### config.mk
export PLATFORM = sky130hd
export DESIGN_NAME = instr_prefetch_queue
export DESIGN_NICKNAME = d
export VERILOG_FILES = /design/src/rtl/instr_prefetch_queue_pkg.sv /design/src/rtl/instr_prefetch_queue_sync_fifo.sv /design/src/rtl/instr_prefetch_queue.sv
export SDC_FILE = /design/constraint.sdc
export NUM_CORES = 1
export LEC_CHECK = 0
export BUFFER_PORTS_ARGS = -buffer_cell sky130_fd_sc_hd__buf_2
export CAP_MARGIN = 20
export CORE_MARGIN = 4
export CORE_UTILIZATION = 49
export DETAILED_ROUTE_END_ITERATION = 16
export GPL_TIMING_DRIVEN = 0
export PLACE_DENSITY = 0.69
export SETUP_SLACK_MARGIN = 0.4
export SLEW_MARGIN = 0
export SYNTH_ARGS = -nofsm -noshare
export SYNTH_HDL_FRONTEND = slang
export SYNTH_SLANG_ARGS = --single-unit
### constraint.sdc
create_clock -name clk -period 3.2 [get_ports clk]
set_input_delay 0 -clock clk [delete_from_list [all_inputs] [get_ports clk]]
set_output_delay 0 -clock clk [all_outputs]
set_load 0.05 [all_outputs]
### src/rtl/instr_prefetch_queue_pkg.sv
// instr_prefetch_queue_pkg: shared defaults and the fetched-word record used by the prefetch queue.
// Contents:
//   DEF_DATA_W / DEF_ADDR_W / DEF_DEPTH : default instruction width, PC width, FIFO depth
//   fetch_entry_t                        : {instr, pc} record at the default widths
package instr_prefetch_queue_pkg;
    localparam int DEF_DATA_W = 32;
    localparam int DEF_ADDR_W = 7;
    localparam int DEF_DEPTH  = 4;
    typedef struct packed {
        logic [DEF_DATA_W-1:0] instr;
        logic [DEF_ADDR_W-1:0] pc;
    } fetch_entry_t;
endpackage

### src/rtl/instr_prefetch_queue_sync_fifo.sv
// instr_prefetch_queue_sync_fifo: synchronous FIFO of fetched words with flush and occupancy count.
// Ports:
//   clk, rst  : clock, synchronous active-high reset
//   flush     : empties the FIFO at the next edge (same effect as rst)
//   push, din : write din at the tail
//   pop, dout : dout is the head entry, pop advances past it
//   count     : number of stored entries (0..DEPTH)
module instr_prefetch_queue_sync_fifo
    import instr_prefetch_queue_pkg::*;
#(
    parameter type T     = fetch_entry_t,
    parameter int  DEPTH = DEF_DEPTH
) (
    input  logic                       clk,
    input  logic                       rst,
    input  logic                       flush,
    input  logic                       push,
    input  T                           din,
    input  logic                       pop,
    output T                           dout,
    output logic [$clog2(DEPTH+1)-1:0] count
);
    localparam int PW = $clog2(DEPTH);
    localparam int CW = $clog2(DEPTH + 1);

    T mem [DEPTH];
    logic [PW-1:0] rd_ptr, wr_ptr;

    assign dout = mem[rd_ptr];

    always_ff @(posedge clk) begin
        if (rst || flush) begin
            rd_ptr <= '0;
            wr_ptr <= '0;
            count  <= '0;
        end else begin
            if (push) wr_ptr <= wr_ptr + PW'(1);
            if (pop) rd_ptr <= rd_ptr + PW'(1);
            count <= count + CW'(push) - CW'(pop);
        end
    end

    // Storage carries no reset; stale entries are never visible because count gates reads.
    always_ff @(posedge clk) begin
        if (push && !rst && !flush) mem[wr_ptr] <= din;
    end

    // The issue throttle upstream guarantees a full FIFO never receives a push without a pop.
    always_ff @(posedge clk) begin
        if (!rst && !flush) assert (!(push && !pop && count == CW'(DEPTH)));
    end
endmodule

### src/rtl/instr_prefetch_queue.sv
// instr_prefetch_queue: instruction prefetcher with 1-cycle memory, DEPTH-entry FIFO and empty bypass.
// Ports:
//   clk, rst              : clock, synchronous active-high reset (loads start_pc)
//   start_pc              : PC loaded while rst=1
//   redirect, redirect_pc : branch redirect, flushes queue and refetches from redirect_pc
//   mem_addr, mem_rd_en   : instruction memory request
//   mem_rdata             : memory data, valid the cycle after the request
//   instr_out, instr_pc   : head instruction and its PC
//   instr_valid           : head valid; consumed when instr_ready=1
//   instr_ready           : cpu accepts head
//   count                 : FIFO occupancy, not counting a bypassed word
module instr_prefetch_queue
    import instr_prefetch_queue_pkg::*;
#(
    parameter int DATA_W = DEF_DATA_W,
    parameter int ADDR_W = DEF_ADDR_W,
    parameter int DEPTH  = DEF_DEPTH
) (
    input  logic                       clk,
    input  logic                       rst,
    input  logic [ADDR_W-1:0]          start_pc,
    input  logic                       redirect,
    input  logic [ADDR_W-1:0]          redirect_pc,
    output logic [ADDR_W-1:0]          mem_addr,
    output logic                       mem_rd_en,
    input  logic [DATA_W-1:0]          mem_rdata,
    output logic [DATA_W-1:0]          instr_out,
    output logic [ADDR_W-1:0]          instr_pc,
    output logic                       instr_valid,
    input  logic                       instr_ready,
    output logic [$clog2(DEPTH+1)-1:0] count
);
    typedef struct packed {
        logic [DATA_W-1:0] instr;
        logic [ADDR_W-1:0] pc;
    } entry_t;

    logic [ADDR_W-1:0] fetch_pc, resp_pc;
    logic              resp_valid, issue, head_valid, pop, push, fifo_pop;
    entry_t            head;

    // The issue throttle counts the in-flight word as occupied and ignores a same-cycle pop,
    // so instr_ready never reaches mem_addr/mem_rd_en combinationally.
    always_comb begin
        issue       = ~rst & (redirect | (int'(count) + int'(resp_valid) < DEPTH));
        mem_addr    = (redirect & ~rst) ? redirect_pc : fetch_pc;
        mem_rd_en   = issue;
        head_valid  = count != '0;
        instr_valid = ~rst & ~redirect & (head_valid | resp_valid);
        instr_out   = head_valid ? head.instr : mem_rdata;
        instr_pc    = head_valid ? head.pc : resp_pc;
        pop         = instr_valid & instr_ready;
        fifo_pop    = pop & head_valid;
        // A returning word is stored unless the cpu took it straight from the bypass path.
        push        = resp_valid & ~redirect & (head_valid | ~pop);
    end

    always_ff @(posedge clk) begin
        if (rst) begin
            fetch_pc   <= start_pc;
            resp_valid <= 1'b0;
            resp_pc    <= '0;
        end else begin
            resp_valid <= issue;
            if (issue) begin
                fetch_pc <= mem_addr + ADDR_W'(1);
                resp_pc  <= mem_addr;
            end
        end
    end

    instr_prefetch_queue_sync_fifo #(
        .T     (entry_t),
        .DEPTH (DEPTH)
    ) u_fifo (
        .clk   (clk),
        .rst   (rst),
        .flush (redirect),
        .push  (push),
        .din   ('{instr: mem_rdata, pc: resp_pc}),
        .pop   (fifo_pop),
        .dout  (head),
        .count (count)
    );
endmodule
==> qor.csv <==
stage,metric,value,unit
timing,setup_viol,0,
power_and_ir_drop,net-switching-power,1.26,mW
cells_and_area,antennaDiodeCount,0,
critical_path,rr_startpoint,u_fifo.count[1],
critical_path,setup.worst_path.end_class,output port,
synthesis,syn-num-nets,532,
min_path,worst_min_delay_path_category,input pin to register,
timing,report.final.hold_viol_count,0,
cells_and_area,drive_gt1_share,29.9,%
timing,max_slew_margin,40.5,%
placed_design,hpwlAfterDp,9540,µm
cts,ctsHtreeMaxLevel,4,
power_and_ir_drop,logic_gate_share_of_total_power,11.8,%
critical_path,timing.critical_path.from,u_fifo.count[1],
detailed_routing,route.final.wire_length,15000,µm
detailed_routing,viasPerCell,5.31,
die,fp.dieArea,17300,µm²
die,initial_core_util,50.8,%
cells_and_area,area_delta_synth_final,24.2,%
synthesis,synth.top_cell.area_share,65.6,%
detailed_routing,detail-route-antenna-nets,0,
synthesis,synth_compound_gate_area_share,1.98,%
synthesis,synth-simple-area-share,9.32,%
synthesis,synthCells,473,
placed_design,detailedPlace.worstSlack,0.822,ns
critical_path,start_kind,register,
power_and_ir_drop,pwr-share-seq,50.8,%
detailed_routing,num_vias,4435,
die,die_height,131,µm
synthesis,yosys-top-cells-area,"sky130_fd_sc_hd__edfxtp_1 (66%), sky130_fd_sc_hd__mux4_2 (12%), sky130_fd_sc_hd__nand2_1 (6.7%), sky130_fd_sc_hd__dfxtp_1 (4.6%), sky130_fd_sc_hd__ha_1 (1.3%)",
synthesis,synth-seq-cells,180,
die,placementRows,44,
timing,report.final.slew_viol_count,0,
detailed_routing,number_of_drc_violations_after_detailed_routing_iteration_0,268,
synthesis,ys.warnings.count,0,
critical_path,ff2ff_setup_slack,0.79,ns
timing,min_period_over_period,79.7,%
die,boundaryPins,101,
synthesis,synthesis.area_per_instance,15.8,µm²
global_route,grt_pass1_vias,4694,
detailed_routing,avgRoutedWirePerCell,18.0,µm
timing,finClkSkew,0.00939,ns
min_path,min-delay-start,redirect_pc[4],
cts,clock_sinks,180,
die,horizontal_extent_of_the_die,131,µm
global_route,grtUsageTotal,18.0,%
critical_path,timing.critical_path.required,3.20,ns
status,outcome,"complete, no violations",
power_and_ir_drop,clock_power_share,37.4,%
synthesis,seq_area_frac_synth,70.2,%
placed_design,final_wtd_congestion,0.821,
timing,grt_setup_unrepaired,false,
global_route,grt_first_pass_wirelength,24300,µm
cts,clkSlewWorstSetupHoldPaths,0.06,ns
cts,postCtsSetupRepairBufs,0,
cells_and_area,final_nets,698,
synthesis,yosys.area_share.adder,1.61,%
synthesis,yosysTopAreaCell,sky130_fd_sc_hd__edfxtp_1,
critical_path,crit_type,register to output port,
timing,timing.setup.tns,0,ns
cts,clock_tree_from_tritoncts,built,
timing,max_freq,392,MHz
timing,final.setup.worst_slack,0.651,ns
critical_path,cp_data_arrival_time,2.55,ns
cts,cts_root_buffer,sky130_fd_sc_hd__clkbuf_16,
power_and_ir_drop,power.static_leakage,3.54,nW
synthesis,yosys-mux-area-fraction,14.2,%
die,core_area,14700,µm²
timing,fin_crit,2.55,ns
cells_and_area,layout.cells.most_common_list,"sky130_fd_sc_hd__edfxtp_1 (163), sky130_fd_sc_hd__nand2_1 (134), sky130_fd_sc_hd__buf_2 (104)",
global_route,global_route_total_overflow,0,
synthesis,post_synth_instance_area,7460,µm²
synthesis,synth_top_family_by_area,multiplexers,
global_route,number_of_antenna_violations_at_the_first_check_in_global_routing,0,
cts,clock_latency,0.42,ns
cells_and_area,final_common_cell,sky130_fd_sc_hd__edfxtp_1,
synthesis,post_synth_num_cell_types,37,
cts,cts_inserted_buffers,17,
detailed_routing,firstDrtPassIters,4,
synthesis,synthXorXnorAreaFrac,0.587,%
run,drv_cap,0,
power_and_ir_drop,power_report.internal_total,3.93,mW
power_and_ir_drop,power.density,560,nW/µm²
cts,cts_repair_resize_count,0,
power_and_ir_drop,sw_ratio,24.3,%
critical_path,critPathMaxFanout,10,
placed_design,portBuffers,99,
detailed_routing,post-route-drc-count,0,
power_and_ir_drop,peakVddDrop,0.381,mV
global_route,grt_max_degree,22,
cts,clk_path_buf_depth,2,
timing,tightest_slew,0.886,ns
==> per-layer routing <==
layer	GRT usage, %	wire (µm)
met1	23.4	6690
met2	29.7	7460
met3	5.35	779
met4	5.37	102
met5	0	0
==> stage by stage <==
stage	cells	hold slack (ns)	util [%]	instance area [µm²]	power, mW
floorplan	473	0.0989	-	7460	3.08
global placement	756	0.193	55.7	8190	3.24
detailed placement	760	0.196	56.3	8280	3.26
CTS	836	0.00230	63.1	9270	5.24
global route	836	0.0299	63.1	9270	5.39
finish	836	0.0202	63.1	9270	5.19
==> power by group through the flow <==
stage | Sequential [mW] | Clock, mW | Combinational [mW]
global route | 2.64 | 2.09 | 0.659
floorplan | 2.68 | 0 | 0.402
detailed placement | 2.69 | 0 | 0.572
CTS | 2.64 | 1.99 | 0.617
global placement | 2.68 | 0 | 0.560
finish | 2.64 | 1.94 | 0.614
==> path summary, 6_finish.rpt <==
path / to / depth (start not counted)
worst max-delay path: instr_pc[6] / 5
worst min-delay path: resp_pc[4] / 4
worst max register to register: u_fifo.mem[0][33] / 5
worst min register to register: u_fifo.wr_ptr[1] / 2
==> cell usage after synthesis <==
master and n:
sky130_fd_sc_hd__buf_4 2, sky130_fd_sc_hd__mux2i_1 10, sky130_fd_sc_hd__and3_1 2, sky130_fd_sc_hd__o21ai_0 2
sky130_fd_sc_hd__a31oi_1 2, sky130_fd_sc_hd__xnor2_1 1, sky130_fd_sc_hd__or2_2 2, sky130_fd_sc_hd__o211a_1 1
sky130_fd_sc_hd__nor3_1 2, sky130_fd_sc_hd__ha_1 8, sky130_fd_sc_hd__dfxtp_1 17, sky130_fd_sc_hd__fa_1 1
sky130_fd_sc_hd__clkbuf_1 14, sky130_fd_sc_hd__o221ai_2 1, sky130_fd_sc_hd__inv_1 12, sky130_fd_sc_hd__and2_1 4
sky130_fd_sc_hd__nor2b_1 2, sky130_fd_sc_hd__mux4_2 39, sky130_fd_sc_hd__nor2_1 17, sky130_fd_sc_hd__or3_1 1
sky130_fd_sc_hd__mux2_4 2, sky130_fd_sc_hd__nand2b_4 1, sky130_fd_sc_hd__buf_6 2, sky130_fd_sc_hd__nand4b_1 1
sky130_fd_sc_hd__and4_1 2, sky130_fd_sc_hd__a21o_1 1, sky130_fd_sc_hd__a211oi_1 3, sky130_fd_sc_hd__nand3_1 2
sky130_fd_sc_hd__a21oi_1 4, sky130_fd_sc_hd__mux2i_2 1, sky130_fd_sc_hd__mux2_2 3, sky130_fd_sc_hd__buf_2 5
sky130_fd_sc_hd__inv_2 1, sky130_fd_sc_hd__o31ai_2 4, sky130_fd_sc_hd__nand2_1 134, sky130_fd_sc_hd__xor2_1 4
sky130_fd_sc_hd__edfxtp_1 163
==> cells by family (layout without fill, tap and decap cells) <==
group	count (synthesis)	in the layout
AND/OR/NAND/NOR	170	170
buffers and inverters	36	215
AO/OA/AOI/OAI	18	18
adder cells (fa/ha/maj)	9	9
flip-flops	180	180
multiplexers	55	55
XOR/XNOR	5	5
==> state kept, by name, summed over array words and instances, names as in the netlist, named ones only <==
name and flops:
resp_pc 7, u_fifo.mem 156, fetch_pc 7, resp_valid 1, u_fifo.rd_ptr 2, u_fifo.count 3
u_fifo.wr_ptr 2
==> timing repair <==
item | CTS | global route
endpoints found under the setup margin | 0 | 0
endpoints found under the hold margin | 141 | 0
hold buffers | 44 | 0
==> cell type report <==
cell class / instances / area (µm²)
sequential: 180 / 5240
multi-input combinational: 257 / 2070
tap: 184 / 230
timing repair buffer: 147 / 1020
clock buffer: 20 / 437
inverter: 13 / 48.8
clock inverter: 12 / 114
buffer: 23 / 115
fill: 1068 / 5430
==> critical path, stage by stage, from the launching register on <==
cell and delay, ns:
sky130_fd_sc_hd__dfxtp_1 0.36, sky130_fd_sc_hd__nor3_1 0.74, sky130_fd_sc_hd__clkbuf_1 0.50, sky130_fd_sc_hd__nand2_1 0.13
sky130_fd_sc_hd__nand2_1 0.12, sky130_fd_sc_hd__buf_2 0.28
Power figures use the tool's default switching activity.
